### src/rtl/pc_sequencer_pkg.sv
// Shared types and constants for the program-counter sequencer.
package pc_sequencer_pkg;

    localparam int PC_W = 16;

    localparam logic [PC_W-1:0] DEF_RESET_VEC = 16'h0000;

    typedef enum logic [1:0] {
        ST_BOOT = 2'b00,
        ST_RUN  = 2'b01,
        ST_HALT = 2'b10
    } state_e;

endpackage

### src/rtl/add16_nc.sv
// 16-bit ripple adder with carry-in and no carry-out.
module add16_nc
    import pc_sequencer_pkg::*;
(
    input  logic [PC_W-1:0] A,
    input  logic [PC_W-1:0] B,
    input  logic            I,
    output logic [PC_W-1:0] S
);

    logic [PC_W-1:0] c;

    assign c[0] = I;

    for (genvar i = 0; i < PC_W - 1; i++) begin : g_cell
        assign S[i]   = A[i] ^ B[i] ^ c[i];
        assign c[i+1] = (A[i] & B[i]) | (c[i] & (A[i] ^ B[i]));
    end

    // Cap cell: top bit sum only, carry-out deliberately dropped.
    assign S[PC_W-1] = A[PC_W-1] ^ B[PC_W-1] ^ c[PC_W-1];

endmodule

### src/rtl/pc_sequencer.sv
// PC stage with boot/run/halt control feeding the fetch adder.
// Define PC_SEQ_WRAP_TRAP_EN to trap and halt on increment wrap.
module pc_sequencer
    import pc_sequencer_pkg::*;
#(
    parameter logic [PC_W-1:0] RESET_VEC   = DEF_RESET_VEC,
    parameter int unsigned     BOOT_CYCLES = 2
) (
    input  logic            clk,
    input  logic            rstn,
    input  logic            halt,
    input  logic            resume,
    input  logic            stall,
    input  logic            brEn,
    input  logic [PC_W-1:0] brOff,
    input  logic            jmpEn,
    input  logic [PC_W-1:0] jmpAddr,
    output logic [PC_W-1:0] pc,
    output logic            pcValid,
    output logic [PC_W-1:0] retAddr,
    output logic            halted,
    output logic            trap
);

    localparam logic [3:0] BOOT_INIT = 4'(BOOT_CYCLES - 1);

    state_e          state_q;
    logic [3:0]      cnt_q;
    logic [PC_W-1:0] pc_q;
    logic [PC_W-1:0] pc_d;
    logic [PC_W-1:0] add_b;
    logic            add_ci;
    logic            take_br;

    assign take_br = (state_q == ST_RUN) && !halt && !jmpEn && brEn;
    assign add_b   = take_br ? brOff : '0;
    assign add_ci  = !take_br;

    add16_nc u_next_add (
        .A (pc_q),
        .B (add_b),
        .I (add_ci),
        .S (pc_d)
    );

    add16_nc u_ret_add (
        .A (pc_q),
        .B ('0),
        .I (1'b1),
        .S (retAddr)
    );

`ifdef PC_SEQ_WRAP_TRAP_EN
    logic trap_q;
`endif

    always_ff @(posedge clk or negedge rstn) begin
        if (!rstn) begin
            state_q <= ST_BOOT;
            cnt_q   <= BOOT_INIT;
            pc_q    <= RESET_VEC;
`ifdef PC_SEQ_WRAP_TRAP_EN
            trap_q  <= 1'b0;
`endif
        end else begin
            case (state_q)
                ST_BOOT: begin
                    if (cnt_q == '0) state_q <= ST_RUN;
                    else cnt_q <= cnt_q - 4'd1;
                end
                ST_RUN: begin
                    if (halt) begin
                        state_q <= ST_HALT;
                    end else if (jmpEn) begin
                        pc_q <= jmpAddr;
                    end else if (brEn) begin
                        pc_q <= pc_d;
                    end else if (!stall) begin
                        pc_q <= pc_d;
`ifdef PC_SEQ_WRAP_TRAP_EN
                        if (pc_q == '1) begin
                            trap_q  <= 1'b1;
                            state_q <= ST_HALT;
                        end
`endif
                    end
                end
                ST_HALT: begin
                    if (resume && !halt) state_q <= ST_RUN;
                end
                default: state_q <= ST_HALT;
            endcase
        end
    end

    assign pc      = pc_q;
    assign pcValid = (state_q == ST_RUN);
    assign halted  = (state_q == ST_HALT);

`ifdef PC_SEQ_WRAP_TRAP_EN
    assign trap = trap_q;
`else
    assign trap = 1'b0;
`endif

endmodule

### config.mk
export PLATFORM = sky130hd
export DESIGN_NAME = pc_sequencer
export DESIGN_NICKNAME = d
export VERILOG_FILES = /design/src/rtl/pc_sequencer_pkg.sv /design/src/rtl/add16_nc.sv /design/src/rtl/pc_sequencer.sv
export SDC_FILE = /design/constraint.sdc
export NUM_CORES = 1
export LEC_CHECK = 0
export ABC_AREA = 1
export CORE_UTILIZATION = 46
export CTS_CLUSTER_SIZE = 30
export DETAILED_ROUTE_END_ITERATION = 12
export HOLD_SLACK_MARGIN = 0.1
export PLACE_DENSITY_LB_ADDON = 0.15
export SYNTH_ARGS = -nofsm -noshare
export SYNTH_HDL_FRONTEND = slang
export SYNTH_SLANG_ARGS = --single-unit
### constraint.sdc
create_clock -name clk -period 12.6 [get_ports clk]
set_clock_uncertainty 0.15 [all_clocks]
set_input_delay 1.89 -clock clk [delete_from_list [all_inputs] [get_ports clk]]
set_output_delay 1.89 -clock clk [all_outputs]
set_load 0.05 [all_outputs]
==> results by group <==
Timing
  – Final Hold Fails: 0
  – Post-Route Setup TNS: 0 ns
  – Final setup violation count: 0
  – Max Freq: 0.1072 GHz
  – Fin crit share: ~74%
  – Minimum clock period: between 9 and 10 ns
  – Slew @ Worst Pin: ~0.96 ns
  – Slew Viols, Final: 0
  – Slew headroom: a little over a third
  – RSZ-0062 raised after global routing: no

Synthesis
  – Number of flops mapped to enable cells by yosys: 0
  – Cell taking the most area after synthesis: dfrtp_1
  – Synthesized area: roughly 0.0017 mm²
  – Synth cell count leaders: nand2_1 (47), nor2_1 (29), inv_1 (28)
  – Yosys reg bits: 22
  – Mapped Avg Cell Area: roughly 8.5 µm²
  – Synth Flop Type: dfrtp_1
  – Post-Syn Instances: 203
  – Syn_nets: about 270
  – Yosys warns: 0
  – Sequential area share after synthesis: 32.17%
  – Most common cell in the netlist: nand2_1
  – Yosys cell types: 24
  – Post-synth ARST share: between 90% and 100%
  – Largest cells by area after synthesis: dfrtp_1 (31%), fa_1 (18%), ha_1 (11%), nand2_1 (10%), nor2_1 (6.3%)
  – Top cell type's share of synthesized area: a little under a third

Floorplan
  – Initial core utilization: around half
  – Die width: 63.07 µm
  – Core Footprint: ~0.0034 mm²
  – Io pins: 74
  – Total die area: just under 0.004 mm²
  – Die Y: roughly 63 µm
  – # rows: 21

GRT
  – Largest net degree at the start of global routing: 31
  – Initial antenna violation count: 0
  – First-pass GRT wire length: about 6900 µm
  – Vias in the first global route: 1,616
  – Grt ovf: 0
  – GRT Resource Usage Total: ~22%

Clock network
  – Post-CTS resize count: 0
  – Clock slew at reported path FFs: around 0.080 ns
  – Hold-fix buffers, CTS: 0
  – H-tree depth: 1
  – TritonCTS buffer count: 3
  – Longest Clk Path Bufs: 2
  – Clk sinks: 22
  – Post-CTS Setup Inserts: 0
  – Worst-Skew Late Latency: approximately 0.26 ns
  – CTS Root Cell: clkbuf_8
  – CTS tree: yes

Critical path
  – FF-to-FF path depth: 27
  – WP data arrival: 9.33 ns
  – Slowest CP cell: clkdlybuf4s50_1
  – Crit-path leading delay family: adder cells
  – Worst-path maximum fanout: 21
  – CP Launch Type: primary input
  – Most frequent CP cell: fa_1
  – Crit Path Class: primary input to register
  – Crit end category: register
  – WP depth: 28
  – Critical Path Max Stage Delay: just over 0.7 ns
  – Worst path bufs/invs: 6
  – Worst Path Required: 12.61 ns

Route
  – Routed WL: slightly below 4000 µm
  – DRC Markers: 0
  – Avg WL per Cell: roughly 13 µm
  – Routed Antenna Nets: 0
  – Initial DRC Count: 33
  – Routed vias/inst: 4.886
  – Routed via count: ~1,500
  – TritonRoute pass-1 iters: 4

Hold path
  – Hold Crit Class: register to register
  – Hold Path Depth: 2

Power
  – Leak pwr: 0.001212 µW
  – Peak supply drop: between 0.00015 and 0.0002 V
  – P per Cell Area: about 270 mW/mm²

Placed design
  – Placed Instance Area: around 0.0024 mm²
  – Post-DP HPWL: about 3200 µm
  – Port-buffer cells: 72
  – Routability-driven placement congestion ratio: roughly 0.8

Cells and area
  – Final #Nets: 341
  – Number of diodes: 0
  – Post-layout instance area: ~0.0025 mm²
  – Final-layout fill cell count: about 300
  – Share of cells above drive strength 1: just over 4%
  – Synthesis-to-layout area growth: 46.75%

Run
  – Number of max-cap violations: 0

Status
  – Outcome: complete, no violations
==> cell families (layout without fill, tap and decap cells) <==
kind of cell	after synthesis	in the layout	synth area share, %
and+or+nand+nor	86	86	20.06
xor gates and xnor gates	4	4	2.043
buffers and inverters	38	106	9.336
DFF	22	22	32.17
adders and majority gates	30	30	28.45
AOI/OAI and AO/OA	22	22	7.731
other	1	1	0.2186
==> cells in the final DEF (no fill, tap or decap) <==
cell,netlist,final
o21ai_0,6,6
clkbuf_8,0,3
fa_1,15,15
xor2_1,2,2
clkdlybuf4s50_1,0,72
nor3_2,1,1
nand2_2,1,1
nor3_1,1,1
nand2_1,47,47
dfrtp_1,21,21
a21oi_1,1,1
inv_1,28,28
inv_2,2,2
dfstp_2,1,1
nand3_1,5,5
ha_1,15,15
nor2_1,29,29
xnor2_1,2,2
a31oi_1,12,12
bufinv_16,0,1
conb_1,1,1
nor2_2,2,2
o211ai_1,3,3
==> final cells by class <==
| type | count | area (µm²) | area share, % |
|---|---|---|---|
| inverters | 30 | 112.6 | 4.473 |
| multi-input cells | 143 | 1003 | 39.86 |
| well taps | 46 | 57.56 | 2.286 |
| flip-flops and latches | 22 | 551.8 | 21.92 |
| clock inverters | 1 | 30.03 | 1.193 |
| repair buffers | 72 | 720.7 | 28.63 |
| clock buffers | 3 | 41.29 | 1.640 |
==> metal layers <==
layer  part of all wire [%]  GRT usage [%]  up-vias  routed length, µm
met1                     45          27.45      729               1788
met5                      0              0        -                  0
met2                     50          39.92       45               1993
met3                    4.1          1.993        2                164
li1                       -              -      773                  -
met4                   0.45          3.488        0                 18
==> where the power goes <==
| part | leakage [µW] | total, µW | switching (µW) | internal (µW) |
|---|---|---|---|---|
| Clock | 0.0000357 | 65.6 | 23.2 | 42.4 |
| Combinational | 0.000918 | 465 | 307 | 158 |
| Sequential | 0.000258 | 140 | 40.1 | 99.6 |
==> state kept, by name, indices dropped and copies added, names as in the netlist <==
signal	count
pc	16
state_q	2
cnt_q	4
==> per-stage QoR <==
stage | utilization, % | hold WS (ns) | power [µW] | instances | setup slack [ns]
after floorplan | - | 0.3024 | 467.2 | 203 | 4.486
after global placement | 71.07 | 0.3228 | 602.4 | 313 | 3.200
after detailed placement | 71.07 | 0.3496 | 607.4 | 313 | 3.038
after CTS | 73.14 | 0.3679 | 673.2 | 317 | 3.305
after global routing | 73.14 | 0.3864 | 710.8 | 317 | 2.878
final | 73.14 | 0.3659 | 669.9 | 317 | 3.274
==> worst paths after layout <==
path | slack (ns) | endpoint | startpoint
min in group asynchronous | 2.01 | pc[14]$_DFFE_PN0P_ | rstn
max in group asynchronous | 9.71 | pc[4]$_DFFE_PN0P_ | rstn
worst min register to register | 0.37 | cnt_q[2]$_DFFE_PN0P_ | cnt_q[2]$_DFFE_PN0P_
worst max register to register | 5.60 | pc[15]$_DFFE_PN0P_ | state_q[1]$_DFFE_PN0P_
worst min-delay path | 0.37 | cnt_q[2]$_DFFE_PN0P_ | cnt_q[2]$_DFFE_PN0P_
worst max-delay path | 3.27 | pc[15]$_DFFE_PN0P_ | jmpEn
==> tightest hold or removal path, cell delays in order (launching register included) <==
cell	delay, ns
dfrtp_1	0.35
nand2_1	0.06
o21ai_0	0.07
Note: power is estimated with default switching activity, not from simulation.
